<file path="config.mk">
export PLATFORM = sky130hd
export DESIGN_NAME = key_conditioner
export DESIGN_NICKNAME = d
export VERILOG_FILES = /design/src/rtl/lab1_pkg.sv /design/src/rtl/key_debounce_ch.sv /design/src/rtl/key_conditioner.sv
export SDC_FILE = /design/constraint.sdc
export NUM_CORES = 1
export LEC_CHECK = 0
export ABC_AREA = 1
export ABC_CLOCK_PERIOD_IN_PS = 3650
export CORE_ASPECT_RATIO = 0.6
export CORE_MARGIN = 4
export CORE_UTILIZATION = 67
export CTS_BUF_LIST = sky130_fd_sc_hd__clkbuf_4
export CTS_CLUSTER_DIAMETER = 120
export CTS_CLUSTER_SIZE = 14
export DETAILED_ROUTE_END_ITERATION = 10
export PLACE_DENSITY = 0.84
export SYNTH_ARGS = -nofsm -noshare
export SYNTH_HDL_FRONTEND = slang
export SYNTH_HIERARCHICAL = 1
export SYNTH_SLANG_ARGS = --single-unit
</file>
<file path="constraint.sdc">
create_clock -name i_clk -period 3.65 [get_ports i_clk]
set_input_delay 0.73 -clock i_clk [delete_from_list [all_inputs] [get_ports i_clk]]
set_output_delay 0.73 -clock i_clk [all_outputs]
set_load 0.03 [all_outputs]
</file>
<file path="src/rtl/lab1_pkg.sv">
// ============================================================================
// Module  : lab1_pkg
// Brief   : Shared key-conditioning types and top-level key index constants.
// Revision: 1.0 - initial release
// ============================================================================
`default_nettype none

package lab1_pkg;

    typedef enum logic [1:0] {
        RELEASED    = 2'd0,
        PRESS_CHK   = 2'd1,
        PRESSED     = 2'd2,
        RELEASE_CHK = 2'd3
    } key_state_e;

    // Key channel indices as wired into the Lab1 Top start/stop/show inputs.
    localparam int KEY_START = 0;
    localparam int KEY_STOP  = 1;
    localparam int KEY_SHOW  = 2;

    function automatic logic key_is_down(input key_state_e st);
        return (st == PRESSED) || (st == RELEASE_CHK);
    endfunction

endpackage

`default_nettype wire

</file>
<file path="src/rtl/key_debounce_ch.sv">
// ============================================================================
// Module  : key_debounce_ch
// Brief   : One key channel: synchronizer, debounce FSM, registered level/pulses.
// Revision: 1.0 - initial release
// ============================================================================
`default_nettype none

module key_debounce_ch #(
    parameter int DEBOUNCE_CYCLES = 50000,
    parameter int SYNC_STAGES     = 2,
    parameter int ACTIVE_LOW      = 1
) (
    input  logic i_clk,
    input  logic i_rst,
    input  logic i_key_raw,
    output logic o_level,
    output logic o_press,
    output logic o_release
);
    import lab1_pkg::*;

    localparam int                 C_CNT_W        = $clog2(DEBOUNCE_CYCLES);
    localparam logic [C_CNT_W-1:0] C_CNT_MAX      = C_CNT_W'(DEBOUNCE_CYCLES - 1);
    localparam logic               C_RELEASED_RAW = (ACTIVE_LOW != 0) ? 1'b1 : 1'b0;

    logic [SYNC_STAGES-1:0] sync_q;
    logic                   key_down;

    key_state_e             state_q, state_d;
    logic [C_CNT_W-1:0]     cnt_q, cnt_d;
    logic                   level_q, level_d;
    logic                   press_q, press_d;
    logic                   release_q, release_d;

    always_ff @(posedge i_clk) begin
        if (i_rst) begin
            sync_q <= {SYNC_STAGES{C_RELEASED_RAW}};
        end else begin
            sync_q <= {sync_q[SYNC_STAGES-2:0], i_key_raw};
        end
    end

    assign key_down = sync_q[SYNC_STAGES-1] ^ C_RELEASED_RAW;

    always_comb begin
        state_d   = state_q;
        cnt_d     = cnt_q;
        press_d   = 1'b0;
        release_d = 1'b0;
        case (state_q)
            RELEASED: begin
                if (key_down) begin
                    state_d = PRESS_CHK;
                    cnt_d   = '0;
                end
            end
            PRESS_CHK: begin
                if (!key_down) begin
                    state_d = RELEASED;
                    cnt_d   = '0;
                end else if (cnt_q == C_CNT_MAX) begin
                    state_d = PRESSED;
                    press_d = 1'b1;
                    cnt_d   = '0;
                end else begin
                    cnt_d = cnt_q + C_CNT_W'(1);
                end
            end
            PRESSED: begin
                if (!key_down) begin
                    state_d = RELEASE_CHK;
                    cnt_d   = '0;
                end
            end
            RELEASE_CHK: begin
                if (key_down) begin
                    state_d = PRESSED;
                    cnt_d   = '0;
                end else if (cnt_q == C_CNT_MAX) begin
                    state_d   = RELEASED;
                    release_d = 1'b1;
                    cnt_d     = '0;
                end else begin
                    cnt_d = cnt_q + C_CNT_W'(1);
                end
            end
            default: begin
                state_d = RELEASED;
                cnt_d   = '0;
            end
        endcase
        // Level follows the next state so it moves on the same edge as the pulse.
        level_d = key_is_down(state_d);
    end

    always_ff @(posedge i_clk) begin
        if (i_rst) begin
            state_q   <= RELEASED;
            cnt_q     <= '0;
            level_q   <= 1'b0;
            press_q   <= 1'b0;
            release_q <= 1'b0;
        end else begin
            state_q   <= state_d;
            cnt_q     <= cnt_d;
            level_q   <= level_d;
            press_q   <= press_d;
            release_q <= release_d;
        end
    end

    assign o_level   = level_q;
    assign o_press   = press_q;
    assign o_release = release_q;

endmodule

`default_nettype wire

</file>
<file path="src/rtl/key_conditioner.sv">
// ============================================================================
// Module  : key_conditioner
// Brief   : Array of independent debounced key channels feeding the Lab1 Top.
// Revision: 1.0 - initial release
// ============================================================================
`default_nettype none

module key_conditioner #(
    parameter int NUM_KEYS        = 3,
    parameter int DEBOUNCE_CYCLES = 50000,
    parameter int SYNC_STAGES     = 2,
    parameter int ACTIVE_LOW      = 1
) (
    input  logic                i_clk,
    input  logic                i_rst,
    input  logic [NUM_KEYS-1:0] i_key_raw,
    output logic [NUM_KEYS-1:0] o_key_level,
    output logic [NUM_KEYS-1:0] o_key_press,
    output logic [NUM_KEYS-1:0] o_key_release
);
    import lab1_pkg::*;

    for (genvar k = 0; k < NUM_KEYS; k++) begin : g_ch
        key_debounce_ch #(
            .DEBOUNCE_CYCLES (DEBOUNCE_CYCLES),
            .SYNC_STAGES     (SYNC_STAGES),
            .ACTIVE_LOW      (ACTIVE_LOW)
        ) u_ch (
            .i_clk     (i_clk),
            .i_rst     (i_rst),
            .i_key_raw (i_key_raw[k]),
            .o_level   (o_key_level[k]),
            .o_press   (o_key_press[k]),
            .o_release (o_key_release[k])
        );
    end

endmodule

`default_nettype wire

</file>
==> flow_summary.yaml <==
yosys:
  syn_area_um2: 3850
  synth.distinct_cells: 33
  synthXorXnorAreaFrac_pct: 1.82
  synth_top_family_by_area: "simple AND/OR/NAND/NOR gates"
  syn_nets: 566
  synth_adder_area_share_pct: 0.974
  synth_area_per_cell_um2: 6.91
  synthMuxAreaShare_pct: 0
  synth.ff_latch_count: 69
  ys_seq_area_share_pct: 35.8
  yosys.area_share.simple_pct: 41.1
  synth-compound-area-share_pct: 12.4
  ys_warn_count: 6
  syn-instance-count: 558
route:
  drc_errors: 0
  drt_iter0_drc: 339
  routed-via-count: 3592
  viasPerCell: 5.44
  ant_nets: 0
  first_pass_iters: 5
  drt-total-wl_um: 8580
  wl_per_cell_um: 13.0
clocking:
  cts_made_buffers: 9
  clock_path_buffers: 2
  cts.sinks: 69
  h-tree-depth: 3
  root_buffer: "clkbuf_4"
  clock_latency_ns: 0.42
  cts_setup_buffers: 0
  ctsResizeCount: 0
  cts_hold_buf: 0
  clkTransAtPathRegs_ns: 0.11
  cts_tree: "built"
die:
  num_rows: 21
  die_w_um: 106
  io_pins: 14
  initial_core_util_pct: 69.2
  die_y_um: 66.8
  core_um2: 5570
  dieArea_um2: 7070
sta:
  hold_violations: 0
  slew_viol_final: 0
  finalSetupViolations: 0
  worst_pin_slew_ns: 0.709
  finalSetupTns_ns: 0
  grt_setup_unrepaired: "no"
  setup_slack_ns: 1.50
  clock_skew_ns: 0.0127
  whs_ns: 0.419
  max_freq_ghz: 0.466
  finalCritPeriodShare_pct: 58.8
  slew_headroom_pct: 52.7
  period_needed_ns: 2.15
cells_and_area:
  drive_gt1_share_pct: 17.8
  stdcell_count: 660
  final_cell_mix: "167 x nand2_1, 69 x dfxtp_1, 66 x nor2_1"
  syn_to_final_growth_pct: 8.15
  final_common_cell: "nand2_1"
  nNetsFinal: 582
  fin_util_pct: 74.8
critical_path:
  path_delay_family: "buffers and inverters"
  critical_path_arrival_ns: 1.42
  path_class: "flip-flop to primary output"
  endpoint_kind: "primary output"
  crit_required_ns: 2.92
  critPathMaxFanout: 1
  cp.buffers_inverters: 1
  worst_path_max_delay_cell: "clkdlybuf4s50_1"
  worst_setup_path_start_kind: "flip-flop"
  slowest_delay_ns: 0.67
  cp_cell_sequence: "clkdlybuf4s50_1"
power:
  irDropWorstVdd_mv: 0.263
  power.leakage_uw: 0.00145
  power.density_nw_per_um2: 326
min_path:
  hold_class: "flip-flop to flip-flop"
place:
  place_ws_ns: 1.91
  hpwl_um: 6230
  portBuffers: 13
  dp.cells: 643
  place.gp.congestion: 0.868
global_route:
  antenna_found_initial: 0
  grt_pass1_wl_um: 15000
  grt_max_degree: 29
  grt_usage_pct: 26.5
  first_global_vias: 3298
  grt-ovfl-total: 0
run_status:
  outcome: "finished, final reports clean"
run:
  maxCapViolCount: 0
[cells by family (layout without fill, tap and decap cells)]
| family | after synthesis | count (layout) |
|---|---|---|
| buf+inv | 69 | 90 |
| simple gates | 334 | 334 |
| fa+ha+maj | 3 | 3 |
| flops | 69 | 69 |
| xor+xnor | 8 | 8 |
| other cells | 0 | 1 |
| compound gates | 75 | 75 |
[worst paths after layout]
kind	from	to	slack [ns]	depth (start not counted)
worst max register to register	g_ch[0].u_ch/cnt_q[0]	g_ch[0].u_ch/cnt_q[7]	1.94	8
worst max-delay path	g_ch[1].u_ch/o_level	o_key_level[1]	1.50	1
worst min register to register	g_ch[1].u_ch/sync_q[0]	g_ch[1].u_ch/sync_q[1]	0.42	1
worst min-delay path	g_ch[1].u_ch/sync_q[0]	g_ch[1].u_ch/sync_q[1]	0.42	1
[worst reg2reg max path, stage by stage (launching register included)]
cell     delay (ns)
dfxtp_1        0.36
ha_1           0.25
nand2_2        0.11
nor2_4         0.05
nand3_2        0.07
nor2_4         0.06
nor2_4         0.39
o21ai_0        0.20
a21oi_1        0.17
[layer usage]
| layer | part of all wire, % | vias to the layer above | wire length (µm) | global-route usage [%] |
|---|---|---|---|---|
| met3 | 9.5 | 14 | 813 | 7.07 |
| li1 | - | 1810 | - | - |
| met4 | 1.1 | 0 | 97 | 8.89 |
| met1 | 46 | 1599 | 3940 | 35.7 |
| met5 | 0 | - | 0 | 0 |
| met2 | 43 | 169 | 3730 | 41.3 |
[final cells by class]
cell class                      count  area, µm²
Inverter                           60        225
Timing Repair Buffer               14        133
Clock buffer                        9       67.6
Fill cell                         467       1400
Multi-Input combinational cell    420       2170
Antenna cell                        1       2.50
Sequential cell                    69       1380
Tap cell                           80        100
Clock inverter                      7       88.8
[stage by stage]
stage / power (µW) / area [µm²]
after global routing: 1410 / 4170
after CTS: 1370 / 4170
after floorplan: 809 / 3850
after detailed placement: 822 / 4010
final: 1360 / 4170
after global placement: 821 / 4010
[sequential cells by signal (all words and copies together) (netlist names)]
register,count
g_ch.u_ch/state_q,6
g_ch.u_ch/o_release,3
g_ch.u_ch/o_level,3
g_ch.u_ch/o_press,3
g_ch.u_ch/sync_q,6
g_ch.u_ch/cnt_q,48
[Yosys cell counts]
library cell | count | area share (%)
buf_1 | 2 | 0.19
inv_2 | 3 | 0.29
nand3_2 | 13 | 3.4
buf_2 | 3 | 0.39
o21ai_1 | 1 | 0.13
nor2_2 | 12 | 1.9
nor3_1 | 5 | 0.65
and3_2 | 2 | 0.39
nand3_1 | 29 | 3.8
o211ai_1 | 1 | 0.19
xor2_1 | 8 | 1.8
a21oi_2 | 23 | 5.2
clkinv_1 | 2 | 0.19
clkbuf_1 | 1 | 0.097
buf_12 | 2 | 1.0
or2_2 | 6 | 0.97
dfxtp_1 | 69 | 36
nor2_1 | 66 | 6.4
inv_1 | 55 | 5.4
a21oi_1 | 23 | 3.0
o21ai_2 | 2 | 0.45
nand2_4 | 5 | 1.5
nor2_4 | 7 | 2.0
o21ai_0 | 22 | 2.9
o21a_1 | 2 | 0.39
nand4_1 | 7 | 1.1
o21bai_1 | 1 | 0.19
buf_6 | 1 | 0.29
nor3b_1 | 1 | 0.19
nand2_1 | 167 | 16
ha_1 | 3 | 0.97
or2_4 | 3 | 0.68
nand2_2 | 11 | 1.8
[power by group]
group / switching (µW) / leakage [µW] / total [µW] / internal, µW
Combinational: 31.8 / 0.000808 / 45.3 / 13.5
Sequential: 3.16 / 0.000557 / 760 / 757
Clock: 278 / 0.0000814 / 553 / 274
Total: 313 / 0.00145 / 1360 / 1040
Power figures use the tool's default switching activity.
